[src/rtl/uart_char_receiver.sv]
// ---------------------------------------------------------------------------
// uart_char_receiver
//
// Recovers 8N1 UART frames from an asynchronous RX pin and presents each
// correctly framed byte on a held 8-bit output feeding the 7-segment
// character encoder. The output keeps the last good byte so the display
// stays stable between frames.
//
// Ports:
//   clk           - system clock, all state changes on the rising edge
//   reset_n       - asynchronous active-low reset
//   rx            - serial line, idle high, asynchronous to clk
//   char_out      - last correctly framed byte (8'h00 after reset)
//   char_valid    - one-cycle pulse when char_out is updated
//   framing_error - one-cycle pulse when the stop bit samples low
//   busy          - high whenever the receiver is not idle
// ---------------------------------------------------------------------------
module uart_char_receiver #(
  parameter int CLKS_PER_BIT = 434
) (
  input  logic       clk,
  input  logic       reset_n,
  input  logic       rx,
  output logic [7:0] char_out,
  output logic       char_valid,
  output logic       framing_error,
  output logic       busy
);

  localparam int CW = $clog2(CLKS_PER_BIT);
  localparam logic [CW-1:0] CNT_LAST  = CW'(CLKS_PER_BIT - 1);
  localparam logic [CW-1:0] HALF_LAST = CW'(CLKS_PER_BIT / 2 - 1);

  typedef enum logic [2:0] {
    S_IDLE,
    S_START,
    S_DATA,
    S_STOP,
    S_WAIT_IDLE
  } state_t;

  state_t          state_reg, state_next;
  logic [CW-1:0]   cnt_reg, cnt_next;
  logic [2:0]      bit_idx_reg, bit_idx_next;
  logic [7:0]      shreg_reg, shreg_next;
  logic [7:0]      char_reg, char_next;
  logic            valid_reg, valid_next;
  logic            ferr_reg, ferr_next;

  // Two-flop synchronizer; both stages reset to the idle line level so a
  // reset release never looks like a start bit.
  logic            rx_meta_reg;
  logic            rx_s;

  always_ff @(posedge clk or negedge reset_n) begin
    if (!reset_n) begin
      rx_meta_reg <= 1'b1;
      rx_s        <= 1'b1;
    end else begin
      rx_meta_reg <= rx;
      rx_s        <= rx_meta_reg;
    end
  end

  always_ff @(posedge clk or negedge reset_n) begin
    if (!reset_n) begin
      state_reg   <= S_IDLE;
      cnt_reg     <= '0;
      bit_idx_reg <= '0;
      shreg_reg   <= '0;
      char_reg    <= 8'h00;
      valid_reg   <= 1'b0;
      ferr_reg    <= 1'b0;
    end else begin
      state_reg   <= state_next;
      cnt_reg     <= cnt_next;
      bit_idx_reg <= bit_idx_next;
      shreg_reg   <= shreg_next;
      char_reg    <= char_next;
      valid_reg   <= valid_next;
      ferr_reg    <= ferr_next;
    end
  end

  always_comb begin
    state_next   = state_reg;
    cnt_next     = cnt_reg;
    bit_idx_next = bit_idx_reg;
    shreg_next   = shreg_reg;
    char_next    = char_reg;
    valid_next   = 1'b0;
    ferr_next    = 1'b0;

    unique case (state_reg)
      S_IDLE: begin
        if (!rx_s) begin
          state_next = S_START;
          cnt_next   = '0;
        end
      end

      S_START: begin
        // Re-check the line at the middle of the start bit; a high level
        // here means the falling edge was noise.
        if (cnt_reg == HALF_LAST) begin
          cnt_next = '0;
          if (!rx_s) begin
            state_next   = S_DATA;
            bit_idx_next = '0;
          end else begin
            state_next = S_IDLE;
          end
        end else begin
          cnt_next = cnt_reg + 1'b1;
        end
      end

      S_DATA: begin
        if (cnt_reg == CNT_LAST) begin
          cnt_next                = '0;
          shreg_next[bit_idx_reg] = rx_s;
          bit_idx_next            = bit_idx_reg + 1'b1;
          if (bit_idx_reg == 3'd7) begin
            state_next = S_STOP;
          end
        end else begin
          cnt_next = cnt_reg + 1'b1;
        end
      end

      S_STOP: begin
        if (cnt_reg == CNT_LAST) begin
          cnt_next = '0;
          if (rx_s) begin
            char_next  = shreg_reg;
            valid_next = 1'b1;
            state_next = S_IDLE;
          end else begin
            ferr_next  = 1'b1;
            state_next = S_WAIT_IDLE;
          end
        end else begin
          cnt_next = cnt_reg + 1'b1;
        end
      end

      S_WAIT_IDLE: begin
        // A held-low line (break) must return high before a new frame is
        // accepted, otherwise it would decode as a stream of 8'h00 frames.
        if (rx_s) begin
          state_next = S_IDLE;
        end
      end

      default: begin
        state_next = S_IDLE;
      end
    endcase
  end

  assign char_out      = char_reg;
  assign char_valid    = valid_reg;
  assign framing_error = ferr_reg;
  assign busy          = (state_reg != S_IDLE);

endmodule

[config.mk]
export PLATFORM = sky130hd
export DESIGN_NAME = uart_char_receiver
export DESIGN_NICKNAME = d
export VERILOG_FILES = /design/src/rtl/uart_char_receiver.sv
export SDC_FILE = /design/constraint.sdc
export NUM_CORES = 1
export LEC_CHECK = 0
export ABC_AREA = 1
export CAP_MARGIN = 20
export CORE_ASPECT_RATIO = 0.5
export CORE_MARGIN = 10
export CORE_UTILIZATION = 50
export CTS_BUF_LIST = sky130_fd_sc_hd__clkbuf_16
export DETAILED_ROUTE_END_ITERATION = 10
export HOLD_SLACK_MARGIN = 0.03
export PLACE_DENSITY = 0.7
export SYNTH_ARGS = -nofsm -noshare
export SYNTH_HDL_FRONTEND = slang
export SYNTH_SLANG_ARGS = --single-unit
export TNS_END_PERCENT = 1
[constraint.sdc]
create_clock -name clk -period 3.1 [get_ports clk]
set_input_delay 0.93 -clock clk [delete_from_list [all_inputs] [get_ports clk]]
set_output_delay 0.93 -clock clk [all_outputs]
set_load 0.01 [all_outputs]
==> impl_metrics.py <==
metrics = {
    "outcome": {
        "status": "finished clean",
    },
    "global_route": {
        "grt_pass1_vias": 1643,
        "grt_util_met3_pct": 5.42,
        "met1_usage_pct": 15.2,
        "antenna_found_initial": 0,
        "grtUsageTotal_pct": 12.2,
        "grt_util_met2_pct": 19.0,
        "grt_pass1_wl_um": 7070,
        "busiest_layer": "met2",
        "grt_max_degree": 36,
        "grt_overflow": 0,
    },
    "logic_synthesis": {
        "ys_warn_count": 0,
        "syn_area_per_cell_um2": 7.57,
        "synth-seq-cells": 35,
        "synth_area_um2": 1980,
        "syn-num-nets": 269,
        "post_synth_num_cell_types": 26,
        "syn_inst": 261,
        "ys_seq_area_share_pct": 44.4,
    },
    "sta": {
        "finClkSkew_ns": 0.00357,
        "fin_crit_sh_pct": 78.4,
        "slew_headroom_pct": 70.3,
        "worstMarginPinSlew_ns": 0.445,
        "holdWs_ns": 0.355,
        "rsz0062_at_grt": "false",
        "fmax_mhz": 411,
        "tns_ns": 0,
        "setup_viol": 0,
        "slew_violations": 0,
        "hold_viol": 0,
        "fin_crit_ns": 2.43,
    },
    "pwr": {
        "p_per_area_nw_per_um2": 418,
        "p_comb_share_pct": 1.4,
        "internal_power_w": 0.000756,
        "ir_drop_v": 0.000312,
        "leakagePower_nw": 1.23,
        "switching_share_pct": 20.9,
        "power.switching_w": 0.000199,
        "p_total_w": 0.000955,
        "seqPwrFrac_pct": 48.4,
        "p_clk_share_pct": 50.2,
    },
    "clock_tree": {
        "ctsResizeCount": 0,
        "post_cts_buffers": 0,
        "clock_path_buffers": 2,
        "path_clk_slew_ns": 0.05,
        "h-tree-depth": 2,
        "clkSinkCount": 35,
        "cts_inserted_buffers": 5,
        "cts_tree": "built",
        "clk_latency_ns": 0.28,
        "cts-root-buf": "clkbuf_16",
        "hold_buffers": 0,
    },
    "cells_and_area": {
        "n_antenna_cell": 0,
        "post-route-cell-area_um2": 2290,
        "drive_gt1_share_pct": 12.2,
        "largest_reg_flops": 9,
        "area_delta_synth_final_pct": 15.6,
        "final_nets": 286,
    },
    "setup_path": {
        "critPathSlowestCell": "clkdlybuf4s50_1",
        "path_max_fanout": 5,
        "cp.required_ns": 2.17,
        "crit_type": "reg2out",
        "crit_path_end_kind": "primary output",
        "cp.arrival_ns": 1.50,
        "start_kind": "flip-flop",
        "crit_chain": "nor2_1 -> nand2_1 -> clkdlybuf4s50_1",
        "r2r_slack_ns": 1.28,
        "critical-path-max-stage-delay_ns": 0.48,
    },
    "route": {
        "detail-route-antenna-nets": 0,
        "drt-total-wl_um": 3800,
        "post-route-drc-count": 0,
        "wl_per_cell_um": 11.4,
        "first_iter_violations": 106,
        "dr.pass1.iters": 4,
        "vias": 1644,
        "via_per_inst": 4.94,
    },
    "place": {
        "port_buffers": 13,
        "dpl.hpwl_um": 2770,
        "postPlaceCellArea_um2": 2140,
        "gp_congestion": 0.869,
    },
    "die": {
        "start_util_pct": 51.2,
        "core_um2": 3860,
        "io_pins": 14,
        "fp-row-count": 16,
        "fp.dieW_um": 109,
        "dieArea_um2": 7020,
        "die_h_um": 64.5,
    },
    "worst_hold_path": {
        "hold_path_class": "reg2reg",
    },
    "flow_run": {
        "cap_violations": 0,
    },
}
==> path summary, 6_finish.rpt <==
check | from | to | cells past startpoint
worst max-delay path | state_reg[1] | busy | 3
worst min-delay path | rx_meta_reg | rx_s | 0
worst max register to register | cnt_reg[0] | cnt_reg[2] | 9
worst min register to register | rx_meta_reg | rx_s | 0
max in group asynchronous | reset_n | rx_meta_reg | 2
min in group asynchronous | reset_n | cnt_reg[8] | 2
==> cells in the final DEF (no fill, tap or decap), drive strengths merged, types with 2 or more instances in the layout <==
| master | instances |
|---|---|
| clkbuf | 5 |
| clkdlybuf4s50 | 13 |
| dfrtp | 33 |
| dfstp | 2 |
| ha | 5 |
| inv | 48 |
| nand2 | 90 |
| nand3 | 24 |
| nand4 | 12 |
| nor2 | 24 |
| nor3 | 2 |
| o21ai | 12 |
==> cells by family (layout without fill, tap and decap cells) <==
logic type / count (synthesis) / in the layout / share of synthesized area [%]
flip-flops: 35 / 35 / 44.4
XOR/XNOR: 1 / 1 / 0.443
adder cells (fa/ha/maj): 5 / 5 / 3.16
AO/OA/AOI/OAI: 15 / 15 / 5.70
buffers and inverters: 51 / 69 / 10.9
AND/OR/NAND/NOR: 154 / 154 / 35.3
==> critical path, delay by kind of cell (launching register included) <==
family	cells	cell delay (ns)
AND/OR/NAND/NOR	2	0.32
buffers and inverters	1	0.48
flip-flops	1	0.42
==> metal layers <==
layer	part of all wire, %	vias up	routed length (µm)
li1	-	847	-
met1	47	760	1780
met2	46	30	1760
met3	5.5	7	210
met4	1.1	0	42
met5	0	-	0
==> stage by stage <==
| step | instances | setup slack [ns] | util, % |
|---|---|---|---|
| after global placement | 325 | 0.984 | 55.5 |
| after floorplan | 261 | 1.43 | - |
| after CTS | 333 | 0.657 | 59.2 |
| final | 333 | 0.669 | 59.2 |
| after detailed placement | 325 | 0.961 | 55.5 |
| after global routing | 333 | 0.563 | 59.2 |
==> area by class of cell <==
class / instances / area [µm²]
inverter: 47 / 179
clock buffer: 5 / 125
tap: 54 / 67.6
timing repair buffer: 14 / 138
multi-input combinational: 175 / 882
sequential: 35 / 878
clock inverter: 3 / 16.3
fill: 345 / 1580
==> synth_stat cells <==
cell type	instances	share of area [%]
nand2_1	85	16
inv_1	43	8.2
dfrtp_1	33	42
nand3_1	23	5.8
nor2_1	19	3.6
nand4_1	12	3.8
o21ai_2	8	3.5
ha_1	5	3.2
nand2_2	4	1.3
o21ai_0	4	1.0
inv_2	3	0.57
nor2_2	3	0.95
buf_4	2	0.76
buf_6	2	1.1
dfstp_2	2	2.7
nor2_4	2	1.1
nor3_1	2	0.51
a21oi_2	1	0.44
a31oi_1	1	0.32
and3_1	1	0.32
inv_4	1	0.32
nand2_4	1	0.57
nand3_4	1	0.89
nor4_1	1	0.32
o21bai_1	1	0.38
xor2_1	1	0.44
==> power groups by stage <==
stage               Sequential [W]  Clock (W)  Combinational, W
floorplan                 0.000468          0        0.00000390
global placement          0.000470          0         0.0000145
detailed placement        0.000470          0         0.0000148
CTS                       0.000462   0.000491         0.0000148
global route              0.000462   0.000516         0.0000164
finish                    0.000462   0.000479         0.0000138
No activity file was read; power rests on OpenSTA's default activity.
==> edit 1: new RTL, same flow settings <==
Set the parameter `CLKS_PER_BIT` to 108 (it was 434).
--- a/src/rtl/uart_char_receiver.sv
+++ b/src/rtl/uart_char_receiver.sv
@@ -18,3 +18,3 @@
 module uart_char_receiver #(
-  parameter int CLKS_PER_BIT = 434
+  parameter int CLKS_PER_BIT = 108
 ) (
Behaviour: no difference found for any inputs over 10 cycles, from zero or initial values and one cycle with reset_n low; that may be too few to reach the edited logic, so the function may still have changed.
==> edit 1 against the original RTL <==
  * Sequential cell count shrank 2
  * Setup slack gained 71 ps
  * Routed wire length shrank 22%
  * Synthesized area shrank 16%
  * Final area shrank 13%
  * Worst hold slack lost 2.6 ps
  * Register-to-register slack gained 80 ps
  * Total power grew 2.9%
  * Highest routed layer unchanged
==> edit 1: results <==
[detailed_routing]
avgViaCountPerCell = 4.939
drt-total-wl_um = 2975
drt_iter0_markers = 21

[worst_setup_path]
worst_path_max_delay_cell = clkdlybuf4s50_1
r2r_start = cnt_reg[0]
r2r-end = char_out[5]
critPathKind = reg2out
worst-r2r-cell-count = 5
crit_start = state_reg[2]
r2r_slack_ps = 1360
cpPeakStageDelay_ps = 530

[clock_network]
post_cts_buffers = 0
root_buffer = clkbuf_16
cts_buffer_depth = 2

[logic_synthesis]
syn-num-nets = 212
yosysSeqAreaShare = 0.4989
netlist_top_cells_count = nand2_1, dfrtp_1, inv_1, nand3_1, nor2_1
yosysWarnings = 0
ys_async_sr_fraction = 1.000
synth_area_leaders = dfrtp_1, nand2_1, nand3_1, inv_1, o21ai_0
post_synth_num_cell_types = 25

[global_route]
grt_max_degree = 34
grt_pass1_vias = 1214
globalRouteTotalUtil = 0.1111
grt_pass1_wl_um = 5326

[placed_design]
gp_congestion = 0.8659
dp_hpwl_um = 2148

[sta]
finClkSkew_ps = 5.320
max_slew_margin = 0.6169

[power]
ir_drop_uv = 336.7
leakagePower_nw = 0.9520

[worst_hold_path]
min_path_cells = 0
hold_class = reg2reg

[run_status]
status = finished, final reports clean

[layout]
fin_nets = 230
drive_above_1_share = 0.08036
edit 1: power breakdown:
part | internal [mW] | total (mW) | switching [mW]
registers | 0.434 | 0.435 | 0.00109
clock network | 0.372 | 0.534 | 0.162
logic | 0.00345 | 0.0140 | 0.0106
edit 1: routing by layer:
metal	GRT usage	wire length, um	part of all wire	up-vias
li1	-	-	-	695
met2	0.1646	1227	0.41	19
met5	0	0	0	-
met4	0.04734	18	0.0061	0
met3	0.06463	204	0.069	4
met1	0.1299	1524	0.51	586
edit 1: kinds of logic after synthesis:
logic type / Yosys count / share of synthesized area
and+or+nand+nor: 115 / 0.3135
DFF: 33 / 0.4989
buffers and inverters: 28 / 0.06857
AOI/OAI and AO/OA: 22 / 0.07310
adders and majority gates: 4 / 0.03014
xor gates and xnor gates: 3 / 0.01583
edit 1: worst max path at each step:
stage	end	slack, ps
global route	busy	650
global placement	busy	1060
detailed placement	busy	1020
CTS	busy	720
floorplan	busy	1510
finish	busy	740
edit 1: worst register-to-register path, stage by stage, from the launching register on:
cell and delay, ps:
dfrtp_1 400, ha_1 240, nand2_1 60, nand3b_2 260
nor3_4 480, o21ai_0 150
edit 1: layout make-up:
cell class	count	area [um2]
clock buffers	5	125.1
clock inverters	3	37.54
fillers	262	1092
inverters	25	93.84
multi-input cells	144	718.2
flip-flops and latches	33	828.3
well taps	40	50.05
repair buffers	14	137.6
edit 1: metrics by stage:
step	instances	setup slack, ps	instance area [um2]	hold WS, ps	utilization
floorplan	205	1513	1660	345.2	-
global placement	256	1058	1828	345.3	0.5929
detailed placement	256	1020	1828	346.9	0.5929
CTS	264	718.2	1991	353.9	0.6457
global route	264	649.2	1991	358.6	0.6457
finish	264	740.0	1991	352.8	0.6457
==> edit 2: new RTL, same flow settings <==
Made on the original files. Register the output `char_valid` once more, with the module's reset; this adds one clock of latency there. The other outputs are not delayed to match. Comments in the files are not updated.
--- a/src/rtl/uart_char_receiver.sv
+++ b/src/rtl/uart_char_receiver.sv
@@ -161,3 +161,9 @@
   assign char_out      = char_reg;
-  assign char_valid    = valid_reg;
+  always_ff @(posedge clk or negedge reset_n) begin
+    if (!reset_n) begin
+      char_valid <= '0;
+    end else begin
+      char_valid <= valid_reg;
+    end
+  end
   assign framing_error = ferr_reg;
Behaviour: same outputs for any inputs over 10 cycles, from zero or initial values and one cycle with reset_n low; that may be too few to reach the edited logic, so the function may still have changed.
==> edit 2 against the original RTL <==
  * Sequential cell count increased by 1
  * Routed wire length decreased by 1.2%
  * Largest power group unchanged
  * Clock power increased by 2%
  * Critical path type unchanged
  * Setup slack improved by 61 ps
  * Synthesized area decreased by 2.8%
  * Register-to-register slack improved by 160 ps
  * Total power increased by 1.9%
  * Final area decreased by 2.2%
  * Core utilization increased by 3.5 points
  * Sequential power increased by 3%
==> edit 2: results <==
[placed_design]
dp_hpwl_um = 2801
place_ws_ps = 1027
dp.cells = 312
gp_congestion = 0.8722

[worst_setup_path]
cp.arrival_ps = 1440
critPathMaxFanout = 4

[layout]
fin_nets = 276
diodes = 0
drive_above_1_share = 0.09294
fillerInstances = 311

[detailed_routing]
avgViaCountPerCell = 4.997
drt-total-wl_um = 3752
wire_per_inst_um = 11.73
drt_iter0_markers = 65

[clock_network]
cts_buffers = 5
cts_buffer_depth = 2
clock_latency_ps = 280
post_cts_buffers = 0
root_buffer = clkbuf_16

[logic_synthesis]
ys_async_sr_fraction = 1.000
yosysSeqAreaShare = 0.4701
syn-num-nets = 258
synth_area_leaders = dfrtp_1, nand2_1, nand3_1, nor2_1, inv_1
post_synth_num_cell_types = 22
syn_avg_cell_area_um2 = 7.687
netlist_top_cells_count = nand2_1, dfrtp_1, nand3_1

[sta]
worst_slew_pin_slew_ps = 780.9
finClkSkew_ps = 3.922

[global_route]
grt_antenna_before_repair = 0
grt_pass1_wl_um = 6865
gr-usage-met3 = 0.04200
globalRouteTotalUtil = 0.1195
grt_pass1_vias = 1550
use_met2 = 0.1928
grt_max_degree = 37
grtUsageMet1 = 0.1490

[run_status]
status = finished, final reports clean

[power]
leakagePower_nw = 1.181
ir_drop_uv = 209.6
==> edit 2: changes by cell type in the layout (fill, tap and decap cells not counted), sizes merged, moves of 2 or more <==
cell    delta
nand4      -4
o21ai      -6
inv       -25
xor2       +2
nor2       +5
nand3      +6
nand2     +15
clkinv     +2
==> edit 2: layout make-up <==
type                       instances  share of cell area
tap                               51             0.02856
clock inverter                     3            0.008399
timing repair buffer              13             0.05599
sequential                        36              0.4043
multi-input combinational        189              0.4082
clock buffer                       5             0.05599
inverter                          23             0.03863
==> edit 2: stage by stage <==
| step | utilization | cell area, um2 | hold slack (ps) |
|---|---|---|---|
| 2_1_floorplan | - | 1922 | 331.2 |
| 3_3_place_gp | 0.5863 | 2091 | 333.2 |
| 3_5_place_dp | 0.5863 | 2091 | 348.4 |
| 4_1_cts | 0.6267 | 2235 | 356.4 |
| 5_1_grt | 0.6267 | 2235 | 363.3 |
| 6_report | 0.6267 | 2235 | 356.1 |
==> edit 2: cells by family after synthesis <==
group / synth area share
compound gates: 0.01562
xor+xnor: 0.01367
fa+ha+maj: 0.03255
buf+inv: 0.05533
flops: 0.4701
simple gates: 0.4128
==> edit 2: path summary, 6_finish.rpt <==
check | to | slack [ps] | depth (start not counted) | from
worst max register to register | cnt_reg[6] | 1440 | 9 | cnt_reg[1]
worst max-delay path | busy | 730 | 3 | state_reg[1]
worst min register to register | rx_s | 360 | 0 | rx_meta_reg
max in group asynchronous | state_reg[2] | 1880 | 1 | reset_n
worst min-delay path | rx_s | 360 | 0 | rx_meta_reg
min in group asynchronous | cnt_reg[0] | 730 | 1 | reset_n
==> edit 2: power breakdown <==
part           switching [mW]  leakage [nW]  total [mW]  internal (mW)
sequential            0.00326         0.481       0.476          0.473
clock                   0.191        0.0736       0.487          0.296
combinational         0.00909         0.626      0.0108        0.00176
==> edit 2: routing by layer <==
metal | part of all wire | up-vias
met2 | 0.46 | 32
met3 | 0.063 | 5
met5 | 0 | -
met4 | 0.011 | 0
li1 | - | 826
met1 | 0.46 | 736
==> edit 2: critical path: cells and delay by family (launching register included) <==
kind / cells / cell delay (ps)
buffers and inverters: 1 / 480
AND/OR/NAND/NOR: 2 / 260
flip-flops: 1 / 420
